--- config.mk ---
export PLATFORM = sky130hd
export DESIGN_NAME = result_collector
export DESIGN_NICKNAME = d
export VERILOG_FILES = /design/src/rtl/result_collector.sv
export SDC_FILE = /design/constraint.sdc
export NUM_CORES = 1
export LEC_CHECK = 0
export BUFFER_PORTS_ARGS = -buffer_cell sky130_fd_sc_hd__clkbuf_2
export CORE_MARGIN = 3
export CORE_UTILIZATION = 45
export DETAILED_ROUTE_END_ITERATION = 7
export PLACE_DENSITY = 0.66
export SLEW_MARGIN = 25
export SYNTH_ARGS = -nofsm -noshare
export SYNTH_HDL_FRONTEND = slang
export SYNTH_SLANG_ARGS = --single-unit
export TNS_END_PERCENT = 10
--- constraint.sdc ---
create_clock -name clk -period 4.3 [get_ports clk]
set_clock_uncertainty 0.15 [all_clocks]
set_input_delay 0.86 -clock clk [delete_from_list [all_inputs] [get_ports clk]]
set_output_delay 0.86 -clock clk [all_outputs]
set_load 0.05 [all_outputs]
--- src/rtl/result_collector.sv ---
// Receive side of the result display path: reassembles the tagged result stream
// into a 12-byte bank, checks group order, then replays the bank to the display.
module result_collector #(
  parameter int HOLD_CYCLES = 4
) (
  input  logic       clk,
  input  logic       reset,
  input  logic       i_start,
  input  logic       i_in_valid,
  output logic       o_in_ready,
  input  logic [7:0] i_in_data,
  input  logic [2:0] i_in_group,
  output logic       o_show_valid,
  output logic [7:0] o_show_data,
  output logic [3:0] o_show_index,
  output logic [1:0] o_show_group,
  output logic       o_done,
  output logic       o_error,
  output logic [3:0] o_count,
  input  logic [3:0] i_rd_addr,
  output logic [7:0] o_rd_data
);

  localparam int              HW        = $clog2(HOLD_CYCLES + 1);
  localparam logic [HW-1:0]   HOLD_LAST = HW'(HOLD_CYCLES - 1);

  typedef enum logic [1:0] {S_IDLE, S_COLLECT, S_SHOW, S_ERROR} state_t;

  state_t        r_state;
  logic [7:0]    r_bank [12];
  logic [3:0]    r_wr_ptr;
  logic [3:0]    r_show_idx;
  logic [HW-1:0] r_hold;
  logic          r_show_valid;
  logic [7:0]    r_show_data;
  logic          r_done;
  logic          r_error;
  logic [7:0]    r_rd_data;

  logic          w_xfer;
  logic [2:0]    w_exp_tag;
  logic [3:0]    w_next_idx;

  assign w_xfer     = i_in_valid && (r_state == S_COLLECT);
  assign w_next_idx = r_show_idx + 4'd1;

  // Expected tag is 0 once the bank is full, so no data tag can match then.
  always_comb begin
    w_exp_tag = 3'd0;
    if (r_wr_ptr < 4'd4)       w_exp_tag = 3'd1;
    else if (r_wr_ptr < 4'd8)  w_exp_tag = 3'd2;
    else if (r_wr_ptr < 4'd12) w_exp_tag = 3'd3;
  end

  always_ff @(posedge clk or posedge reset) begin
    if (reset) begin
      r_state      <= S_IDLE;
      r_wr_ptr     <= '0;
      r_show_idx   <= '0;
      r_hold       <= '0;
      r_show_valid <= 1'b0;
      r_show_data  <= '0;
      r_done       <= 1'b0;
      r_error      <= 1'b0;
      r_rd_data    <= '0;
      for (int i = 0; i < 12; i++) r_bank[i] <= '0;
    end else begin
      r_done    <= 1'b0;
      // Reads see the bank before this edge's write.
      r_rd_data <= (i_rd_addr < 4'd12) ? r_bank[i_rd_addr] : 8'h00;
      if (i_start) begin
        r_state      <= S_COLLECT;
        r_wr_ptr     <= '0;
        r_error      <= 1'b0;
        r_show_idx   <= '0;
        r_hold       <= '0;
        r_show_valid <= 1'b0;
        r_show_data  <= '0;
        for (int i = 0; i < 12; i++) r_bank[i] <= '0;
      end else begin
        case (r_state)
          S_COLLECT: begin
            if (w_xfer && i_in_group != 3'd0) begin
              if (i_in_group == w_exp_tag) begin
                r_bank[r_wr_ptr] <= i_in_data;
                r_wr_ptr         <= r_wr_ptr + 4'd1;
              end else if (i_in_group == 3'd4 && r_wr_ptr == 4'd12) begin
                r_state      <= S_SHOW;
                r_show_idx   <= '0;
                r_hold       <= '0;
                r_show_valid <= 1'b1;
                r_show_data  <= r_bank[0];
              end else begin
                r_error <= 1'b1;
                r_state <= S_ERROR;
              end
            end
          end
          S_SHOW: begin
            if (r_hold == HOLD_LAST) begin
              r_hold <= '0;
              if (r_show_idx == 4'd11) begin
                r_done       <= 1'b1;
                r_show_valid <= 1'b0;
                r_show_idx   <= '0;
                r_show_data  <= '0;
                r_state      <= S_IDLE;
              end else begin
                r_show_idx  <= w_next_idx;
                r_show_data <= r_bank[w_next_idx];
              end
            end else begin
              r_hold <= r_hold + 1'b1;
            end
          end
          default: ;
        endcase
      end
    end
  end

  assign o_in_ready   = (r_state == S_COLLECT);
  assign o_show_valid = r_show_valid;
  assign o_show_data  = r_show_data;
  assign o_show_index = r_show_idx;
  assign o_show_group = r_show_idx[3:2];
  assign o_done       = r_done;
  assign o_error      = r_error;
  assign o_count      = r_wr_ptr;
  assign o_rd_data    = r_rd_data;

endmodule

==> impl_metrics.env, run 1 <==
export IMPL_finalWirelength_mm=19.58
export IMPL_clock_power_share_pct=55.6
export IMPL_status="complete, no violations"
export IMPL_ys_ff_latch=128
export IMPL_startpoint="o_count[2]"
export IMPL_syn_area_mm2=0.007116
export IMPL_nets=751
export IMPL_fp_row_count=45
export IMPL_yosysWarnings=0
export IMPL_maxSlewHeadroom_pct=35.68
export IMPL_die_h_um=131.7
export IMPL_fin_setup_tns_ns=0
export IMPL_reg2reg_depth=7
export IMPL_post_cts_buffers=0
export IMPL_fin_ws_ns=0.9305
export IMPL_syn_nets=730
export IMPL_cts_tree="built"
export IMPL_crit_chain="inv_1 -> ha_1 -> or3b_4 -> a2111oi_4 -> nand3_1 -> nand2_1 -> a21oi_1"
export IMPL_numCtsBuffers=17
export IMPL_cts_root_buffer="clkbuf_16"
export IMPL_syn_instance_count=701
export IMPL_peakVddDrop_mv=0.2948
export IMPL_grt_ovfl_total=0
export IMPL_worst_pin_slew_ns=0.9603
export IMPL_firstDrtPassIters=5
export IMPL_die_area_mm2=0.01736
export IMPL_grt_usage_pct=23.20
export IMPL_hold_violations=0
export IMPL_synthFlopType="dfrtp_1"
export IMPL_slew_viol_final=0
export IMPL_crit_required_ns=4.42
export IMPL_netSwitchingFraction_pct=21.26
export IMPL_worstReg2RegEnd="r_bank[50]"
export IMPL_ios=49
export IMPL_async_flop_share_pct=100.0
export IMPL_worst_r2r_setup_slack_ns=0.93
export IMPL_dr_max_layer_used="met5"
export IMPL_cts_sinks=128
export IMPL_r2r_start="o_count[2]"
export IMPL_endpoint="r_bank[50]"
export IMPL_fmax_ghz=0.2968
export IMPL_total_power_mw=3.015
export IMPL_place_ws_ns=0.9577
export IMPL_antenna_found_initial=0
export IMPL_clk_pin_slew_ns=0.06
export IMPL_final_cell_mix="206 x nand2_1, 128 x dfrtp_1, 91 x a21oi_1"
export IMPL_fin_crit_sh_pct=78.36
export IMPL_p_int_mw=2.374
export IMPL_post_route_min_period_ns=3.369
export IMPL_drive_above_1_share_pct=22.04
export IMPL_hold_class="reg2reg"
export IMPL_drcViolationCount=0
export IMPL_cp_arrival_ns=3.49
export IMPL_ys_seq_area_share_pct=45.01
export IMPL_vias=5712
export IMPL_routabilityCongestion=0.8601
export IMPL_vias_per_cell=6.038
export IMPL_ant_nets=0
export IMPL_place_hpwl_mm=13.59
export IMPL_cts_htree_levels=4
export IMPL_routedWlPerCell_um=20.70
export IMPL_finish_utilization_pct=52.66
export IMPL_wl_met3_mm=1.518
export IMPL_leakage_nw=3.267
export IMPL_port_buffers=48
export IMPL_comb_power_share_pct=4.2
export IMPL_critical_path_max_stage_delay_ns=0.75
export IMPL_slowest_stage="a2111oi_4"
export IMPL_grt_max_degree=104
export IMPL_dr_wl_met2_mm=9.380
export IMPL_power_frac_seq_pct=40.2
export IMPL_syn2layout_area_growth_pct=13.35
export IMPL_power_switching_mw=0.6412
export IMPL_path_class="reg2reg"
export IMPL_p_per_area_mw_per_mm2=373.9
export IMPL_maxCapViolations=0
export IMPL_grt_pass1_wl_mm=31.62
export IMPL_cts_repair_resized=0
export IMPL_crit_path_start_kind="flip-flop"
export IMPL_wl_met1_mm=8.030
export IMPL_rsz0062_at_grt="false"
export IMPL_grt_pass1_vias=5620
export IMPL_clk_latency_ns=0.42
export IMPL_dpl_cell_area_mm2=0.007371
export IMPL_antenna_cells=0
export IMPL_clockBufferDepth=2
export IMPL_drtIter0Drc=712
export IMPL_dieWidth_um=131.7
export IMPL_final_common_cell="nand2_1"
export IMPL_end_kind="flip-flop"
export IMPL_final_area_mm2=0.008065
export IMPL_start_util_pct=46.46
export IMPL_fp_coreArea_mm2=0.01531
export IMPL_finalSetupViolations=0
export IMPL_postCtsHoldBufs=0
export IMPL_avgSynthCellArea_um2=10.15
export IMPL_path_max_fanout=17
export IMPL_synth_cell_types=45
export IMPL_synth_edf_count=0
==> power groups by stage <==
| stage | Clock, mW | Combinational (mW) | Sequential [mW] |
|---|---|---|---|
| 6_report | 1.68 | 0.127 | 1.21 |
| 5_1_grt | 1.74 | 0.138 | 1.21 |
| 3_5_place_dp | 0 | 0.128 | 1.23 |
| 3_3_place_gp | 0 | 0.126 | 1.23 |
| 2_1_floorplan | 0 | 0.0880 | 1.24 |
| 4_1_cts | 1.69 | 0.128 | 1.21 |
==> cell families (layout without fill, tap and decap cells) <==
logic type	Yosys count	after routing	share of synthesized area (%)
buf+inv	69	103	5.451
mux	57	57	16.46
xor+xnor	4	4	0.4923
fa+ha+maj	10	10	1.758
simple gates	278	278	17.53
flops	128	128	45.01
compound gates	155	155	13.29
==> worst max-delay path: cells and delay by family, from the launching register on <==
kind | cells | cell delay (ns)
AND/OR/NAND/NOR | 3 | 1.22
AO/OA/AOI/OAI | 2 | 0.84
flip-flops | 1 | 0.48
adder cells (fa/ha/maj) | 1 | 0.37
buffers and inverters | 1 | 0.16
==> cell type report <==
type	instances	area (um2)
fillers	1397	7249
multi-input cells	504	3525
flip-flops and latches	128	3203
clock buffers	20	466.7
repair buffers	56	319.1
well taps	211	264.0
clock inverters	12	227.7
inverters	15	60.06
==> through the flow <==
step,instances,hold WS (ns)
3_3_place_gp,914,0.3295
4_1_cts,946,0.3531
3_5_place_dp,914,0.3408
2_1_floorplan,701,0.3143
5_1_grt,946,0.3731
6_report,946,0.3416
==> registers in the layout, indices dropped and copies added (netlist names) <==
register	cells
o_show_data	8
r_bank	96
r_hold	3
o_error	1
o_done	1
r_state	2
o_show_index	4
o_count	4
o_show_valid	1
o_rd_data	8
==> synthesized netlist by cell type (all sizes together) (2+ instances only) <==
| library cell | n | share of area [%] |
|---|---|---|
| mux4 | 48 | 15 |
| dfrtp | 128 | 45 |
| a21oi | 107 | 8.4 |
| nor3 | 2 | 0.14 |
| o22ai | 8 | 0.70 |
| ha | 10 | 1.8 |
| nor2b | 12 | 1.1 |
| and3 | 13 | 1.1 |
| a22oi | 7 | 0.74 |
| mux2i | 9 | 1.3 |
| buf | 36 | 3.7 |
| nor2 | 15 | 0.79 |
| a31oi | 3 | 0.26 |
| o21ai | 10 | 0.70 |
| o211ai | 7 | 0.74 |
| nand2b | 3 | 0.26 |
| inv | 15 | 0.79 |
| a21o | 3 | 0.32 |
| xnor2 | 4 | 0.49 |
| nand3b | 4 | 0.42 |
| clkbuf | 18 | 0.95 |
| nand2 | 206 | 11 |
| nor3b | 2 | 0.21 |
| nand3 | 16 | 2.0 |
==> routing by layer <==
metal | up-vias | GRT usage, %
met5 | - | 0
met3 | 45 | 4.351
li1 | 2497 | -
met4 | 2 | 10.50
met1 | 2843 | 31.58
met2 | 325 | 36.50
==> how the worst min path moves through the flow <==
| stage | start | end | slack (ns) | cells past startpoint |
|---|---|---|---|---|
| 6_report | o_show_data[4] | o_show_data[4] | 0.34 | 2 |
| 5_1_grt | r_hold[2] | r_hold[2] | 0.37 | 1 |
| 3_3_place_gp | o_error | o_error | 0.33 | 2 |
| 3_5_place_dp | o_show_data[4] | o_show_data[4] | 0.34 | 2 |
| 4_1_cts | o_show_data[4] | o_show_data[4] | 0.35 | 2 |
| 2_1_floorplan | r_hold[0] | r_hold[0] | 0.31 | 1 |
Note: power is estimated with default switching activity, not from simulation.
==> inputs of run 2 (changes only) <==
==> constraint.sdc (replaced) <==
create_clock -name clk -period 2.75 [get_ports clk]
set_clock_uncertainty 0.15 [all_clocks]
set_input_delay 0.55 -clock clk [delete_from_list [all_inputs] [get_ports clk]]
set_output_delay 0.55 -clock clk [all_outputs]
set_load 0.05 [all_outputs]
==> run 2 against run 1 <==
Wire length down 1.8%. Sequential share of layout area is 0.35 points lower. Register-to-register slack lost 0.81 ns. Design area increased by 0.88%. Via count up 0.37%. Core utilization grew 0.47 points. Highest routed layer is now met4.
==> impl_metrics.env, run 2 (same netlist as run 1, synthesis figures left out) <==
export IMPL_post_route_min_period_ns=2.627
export IMPL_status="complete, no violations"
export IMPL_cp_arrival_ns=2.82
export IMPL_ios=49
export IMPL_cts_tree="built"
export IMPL_power_switching_mw=1.040
export IMPL_postCtsHoldBufs=0
export IMPL_largest_reg_flops=96
export IMPL_critical_path_max_stage_delay_ns=0.42
export IMPL_clk_latency_ns=0.43
export IMPL_slowest_stage="or3b_4"
export IMPL_grt_usage_pct=22.88
export IMPL_path_class="reg2reg"
export IMPL_cts_root_buffer="clkbuf_16"
export IMPL_start_util_pct=46.46
export IMPL_drtIter0Drc=618
export IMPL_crit_chain="inv_1 -> ha_1 -> or3b_4 -> a2111oi_4 -> buf_12 -> and3_2 -> nand2_1 -> a21oi_1"
export IMPL_slew_viol_final=0
export IMPL_final_common_cell="nand2_1"
export IMPL_peakVddDrop_mv=0.4311
export IMPL_ant_nets=0
export IMPL_die_area_mm2=0.01736
export IMPL_die_h_um=131.7
export IMPL_routabilityCongestion=0.9396
export IMPL_end_kind="flip-flop"
export IMPL_netSwitchingFraction_pct=22.95
export IMPL_finalWirelength_mm=19.23
export IMPL_place_hpwl_mm=13.61
export IMPL_p_int_mw=3.491
export IMPL_firstDrtPassIters=6
export IMPL_p_per_area_mw_per_mm2=556.9
export IMPL_routedWlPerCell_um=20.23
export IMPL_nets=756
export IMPL_port_buffers=48
export IMPL_place_ws_ns=-0.0006308
export IMPL_clk_pin_slew_ns=0.06
export IMPL_hold_class="in2async"
export IMPL_worst_r2r_setup_slack_ns=0.12
export IMPL_drcViolationCount=0
export IMPL_worst_pin_slew_ns=0.8572
export IMPL_total_power_mw=4.531
export IMPL_crit_required_ns=2.94
export IMPL_grt_met3_usage_pct=5.611
export IMPL_antenna_found_initial=0
export IMPL_top_register="r_bank"
export IMPL_path_max_fanout=29
export IMPL_hold_violations=0
export IMPL_fin_hold_ws_ns=0.1463
export IMPL_numCtsBuffers=17
export IMPL_rsz0062_at_grt="true"
export IMPL_power_frac_seq_pct=41.8
export IMPL_finalSetupViolations=0
export IMPL_startpoint="o_count[3]"
export IMPL_fp_row_count=45
export IMPL_comb_power_share_pct=4.4
export IMPL_path_buf_inv=2
export IMPL_vias_per_cell=6.028
export IMPL_fp_coreArea_mm2=0.01531
export IMPL_cts_htree_levels=4
export IMPL_cp_top_family="simple AND/OR/NAND/NOR gates"
export IMPL_leakage_nw=3.261
export IMPL_cts_sinks=128
export IMPL_clock_power_share_pct=53.8
export IMPL_met1_usage_pct=32.63
export IMPL_r2r_start="o_count[3]"
export IMPL_maxSlewHeadroom_pct=42.85
export IMPL_final_cell_mix="206 x nand2_1, 128 x dfrtp_1, 91 x a21oi_1"
export IMPL_grt_ovfl_total=0
export IMPL_clockBufferDepth=2
export IMPL_worstReg2RegEnd="r_bank[83]"
export IMPL_grt_use_met2_pct=33.38
export IMPL_drive_above_1_share_pct=25.14
export IMPL_grt_pass1_wl_mm=31.28
export IMPL_maxCapViolations=0
export IMPL_cp_depth=8
export IMPL_antenna_cells=0
export IMPL_fin_ws_ns=0.1228
export IMPL_dieWidth_um=131.7
export IMPL_vias=5733
export IMPL_reg2reg_depth=8
export IMPL_endpoint="r_bank[83]"
export IMPL_fmax_ghz=0.3806
export IMPL_fin_crit_sh_pct=95.54
export IMPL_grt_pass1_vias=5557
export IMPL_crit_path_start_kind="flip-flop"
export IMPL_syn2layout_area_growth_pct=14.35
export IMPL_grt_max_degree=129
export IMPL_top_usage_layer="met2"
run 2: cell types whose count changed in the layout (fill, tap and decap cells not counted), moves of 3 or more:
cell      change
and3_2       +10
clkinv_4      +4
and3_1       -12
nand3_2       +7
nand3_1       -7
buf_4         +3
run 2: layer usage:
layer / vias to the layer above / routed length, um
met4: 0 / 763
met3: 54 / 1894
met5: - / 0
met1: 2831 / 7962
li1: 2515 / -
met2: 333 / 8614
run 2: power by group through the flow:
| stage | registers, mW | logic, mW | clock network (mW) |
|---|---|---|---|
| final | 1.89 | 0.201 | 2.44 |
| after detailed placement | 1.93 | 0.201 | 0 |
| after CTS | 1.89 | 0.201 | 2.46 |
| after floorplan | 1.93 | 0.138 | 0 |
| after global routing | 1.89 | 0.219 | 2.55 |
| after global placement | 1.93 | 0.195 | 0 |
run 2: worst reg2reg max path, cell delays in order, from the launching register on:
cell and delay (ns):
dfrtp_1 0.37, inv_1 0.12, ha_1 0.29, or3b_4 0.42, a2111oi_4 0.35, buf_12 0.26
and3_2 0.34, nand2_1 0.08, a21oi_1 0.16
run 2: final cells by class:
| class | instances | area, um2 |
|---|---|---|
| Inverter | 15 | 60.06 |
| Clock inverter | 14 | 206.4 |
| Timing Repair Buffer | 61 | 381.6 |
| Fill cell | 1330 | 7178 |
| Tap cell | 211 | 264.0 |
| Clock buffer | 18 | 439.2 |
| Sequential cell | 128 | 3203 |
| Multi-Input combinational cell | 504 | 3582 |
run 2: timing repair:
item                                    4_1_cts  5_1_grt
endpoints found under the setup margin        1       84
setup buffers                                 0        0
pin swaps                                     0        0
gates resized for setup                       2       19
run 2: worst min-delay path by stage:
stage / to / slack (ns) / from / cells past startpoint
after floorplan: r_hold[0] / 0.31 / r_hold[0] / 1
after global placement: o_error / 0.33 / o_error / 2
after detailed placement: o_show_data[1] / 0.34 / o_show_data[1] / 2
after CTS: o_count[0] / 0.18 / reset / 3
after global routing: o_count[0] / 0.21 / reset / 3
final: o_count[0] / 0.15 / reset / 3
run 2: stage by stage:
step	utilization (%)	TNS [ns]	cell area [um2]	std cells
after detailed placement	48.51	-0.0006308	7430	919
after floorplan	-	-8.742	7119	701
final	53.13	0	8137	951
after CTS	52.77	0	8082	951
after global routing	53.13	-0.01561	8137	951
after global placement	48.51	0	7430	919
==> inputs of run 3 (changes only) <==
==> constraint.sdc (replaced) <==
create_clock -name clk -period 2.75 [get_ports clk]
set_clock_uncertainty 0.15 [all_clocks]
set_input_delay 0.6875 -clock clk [delete_from_list [all_inputs] [get_ports clk]]
set_output_delay 0.6875 -clock clk [all_outputs]
set_load 0.05 [all_outputs]
==> run 3 against run 2 <==
Clock-buffer cell count unchanged. Final cell count grew 0.42%. Sequential power is essentially flat. Design area grew 0.51%. Global-route usage grew 0.43 points. Worst hold slack got worse by 0.022 ns. Non-clock buffer count is 4 higher. Die area unchanged. Clock power about the same. Register-to-register slack got worse by 0.02 ns. Power increased by 0.57%. Wire length increased by 1.2%. Largest cell class unchanged. Largest power group unchanged. Highest routed layer unchanged.
==> impl_metrics.env, run 3 (same netlist as run 1, synthesis figures left out) <==
export IMPL_nets=760
export IMPL_ant_nets=0
export IMPL_clockBufferDepth=2
export IMPL_die_h_um=131.7
export IMPL_worstReg2RegEnd="r_bank[88]"
export IMPL_place_inst=923
export IMPL_reg2reg_depth=8
export IMPL_dieWidth_um=131.7
export IMPL_final_common_cell="nand2_1"
export IMPL_cts_root_buffer="clkbuf_16"
export IMPL_dr_wl_met2_mm=9.016
export IMPL_maxCapViolations=0
export IMPL_drcViolationCount=0
export IMPL_fin_ws_ns=0.1076
export IMPL_numCtsBuffers=17
export IMPL_finalSetupViolations=0
export IMPL_antenna_found_initial=0
export IMPL_port_buffers=48
export IMPL_firstDrtPassIters=5
export IMPL_routabilityCongestion=0.9096
export IMPL_die_area_mm2=0.01736
export IMPL_wl_met1_mm=8.165
export IMPL_clk_latency_ns=0.42
export IMPL_hold_class="in2async"
export IMPL_place_ws_ns=-0.03050
export IMPL_syn2layout_area_growth_pct=14.93
export IMPL_largest_reg_flops=96
export IMPL_start_util_pct=46.46
export IMPL_top_register="r_bank"
export IMPL_path_max_fanout=29
export IMPL_fin_cells=955
export IMPL_grt_usage_pct=23.31
export IMPL_maxSlewHeadroom_pct=42.38
export IMPL_fp_coreArea_mm2=0.01531
export IMPL_grt_ovfl_total=0
export IMPL_slew_viol_final=0
export IMPL_cts_tree="built"
export IMPL_vias=5688
export IMPL_cp_arrival_ns=2.82
export IMPL_total_power_mw=4.557
export IMPL_crit_required_ns=2.93
export IMPL_wl_met3_mm=1.701
export IMPL_drtIter0Drc=517
export IMPL_status="complete, no violations"
export IMPL_ios=49
export IMPL_fin_crit_sh_pct=96.09
export IMPL_worst_r2r_setup_slack_ns=0.11
export IMPL_post_route_min_period_ns=2.642
export IMPL_vias_per_cell=5.956
export IMPL_grt_max_degree=104
export IMPL_place_hpwl_mm=13.98
export IMPL_cts_htree_levels=4
export IMPL_grt_pass1_wl_mm=31.68
export IMPL_clk_pin_slew_ns=0.06
export IMPL_r2r_start="o_count[3]"
export IMPL_final_cell_mix="206 x nand2_1, 128 x dfrtp_1, 91 x a21oi_1"
export IMPL_fmax_ghz=0.3784
export IMPL_antenna_cells=0
export IMPL_leakage_nw=3.291
export IMPL_cts_sinks=128
export IMPL_end_kind="flip-flop"
export IMPL_hold_violations=0
export IMPL_routedWlPerCell_um=20.37
export IMPL_dr_max_layer_used="met4"
export IMPL_fin_hold_ws_ns=0.1244
export IMPL_path_class="reg2reg"
export IMPL_p_per_area_mw_per_mm2=557.3
export IMPL_crit_path_start_kind="flip-flop"
export IMPL_fp_row_count=45
export IMPL_peakVddDrop_mv=0.3846
export IMPL_rsz0062_at_grt="true"
export IMPL_grt_pass1_vias=5677
export IMPL_drive_above_1_share_pct=25.27
export IMPL_finalWirelength_mm=19.46
export IMPL_worst_pin_slew_ns=0.8643
run 3: power breakdown:
group / switching, mW / internal [mW]
Clock: 0.850 / 1.61
Sequential: 0.00475 / 1.89
Combinational: 0.154 / 0.0537
run 3: layout make-up:
cell class,instances,area [um2]
sequential,128,3203
tap,211,264.0
clock inverter,14,215.2
inverter,15,60.06
clock buffer,18,429.2
multi-input combinational,504,3570
fill,1324,7137
timing repair buffer,65,436.7
run 3: metrics by stage:
step                setup TNS [ns]  area (um2)  util, %
global route              -0.02624        8178    53.40
CTS                              0        8134    53.11
floorplan                   -8.742        7119        -
global placement                 0        7485    48.87
finish                           0        8178    53.40
detailed placement         -0.2196        7485    48.87
run 3: critical path: stages (launching register included):
cell,delay (ns)
dfrtp_1,0.37
inv_1,0.11
ha_1,0.28
or3b_4,0.42
a2111oi_4,0.37
buf_12,0.26
and3_2,0.34
nand2_1,0.08
a21oi_1,0.16
run 3: what timing repair did:
item / CTS / global route
endpoints found under the setup margin: 2 / 82
buffers inserted: 0 / 0
hold buffers: 0 / 0
gates resized for setup: 1 / 17
run 3: routing by layer:
layer  GRT usage (%)  up-vias
met5               0        -
met4           10.33        0
met3           5.763       39
met2           35.39      283
met1           32.08     2842
li1                -     2524
run 3: worst max-delay path by stage:
stage	start	endpoint	slack (ns)	cells past startpoint
6_report	o_count[3]	r_bank[88]	0.11	8
5_1_grt	o_count[3]	r_bank[68]	-0.01	8
4_1_cts	o_count[3]	r_bank[82]	0.009	8
3_5_place_dp	i_in_group[0]	r_bank[95]	-0.03	7
3_3_place_gp	i_in_group[0]	r_bank[93]	0.06	7
2_1_floorplan	o_count[2]	o_count[3]	-0.18	9
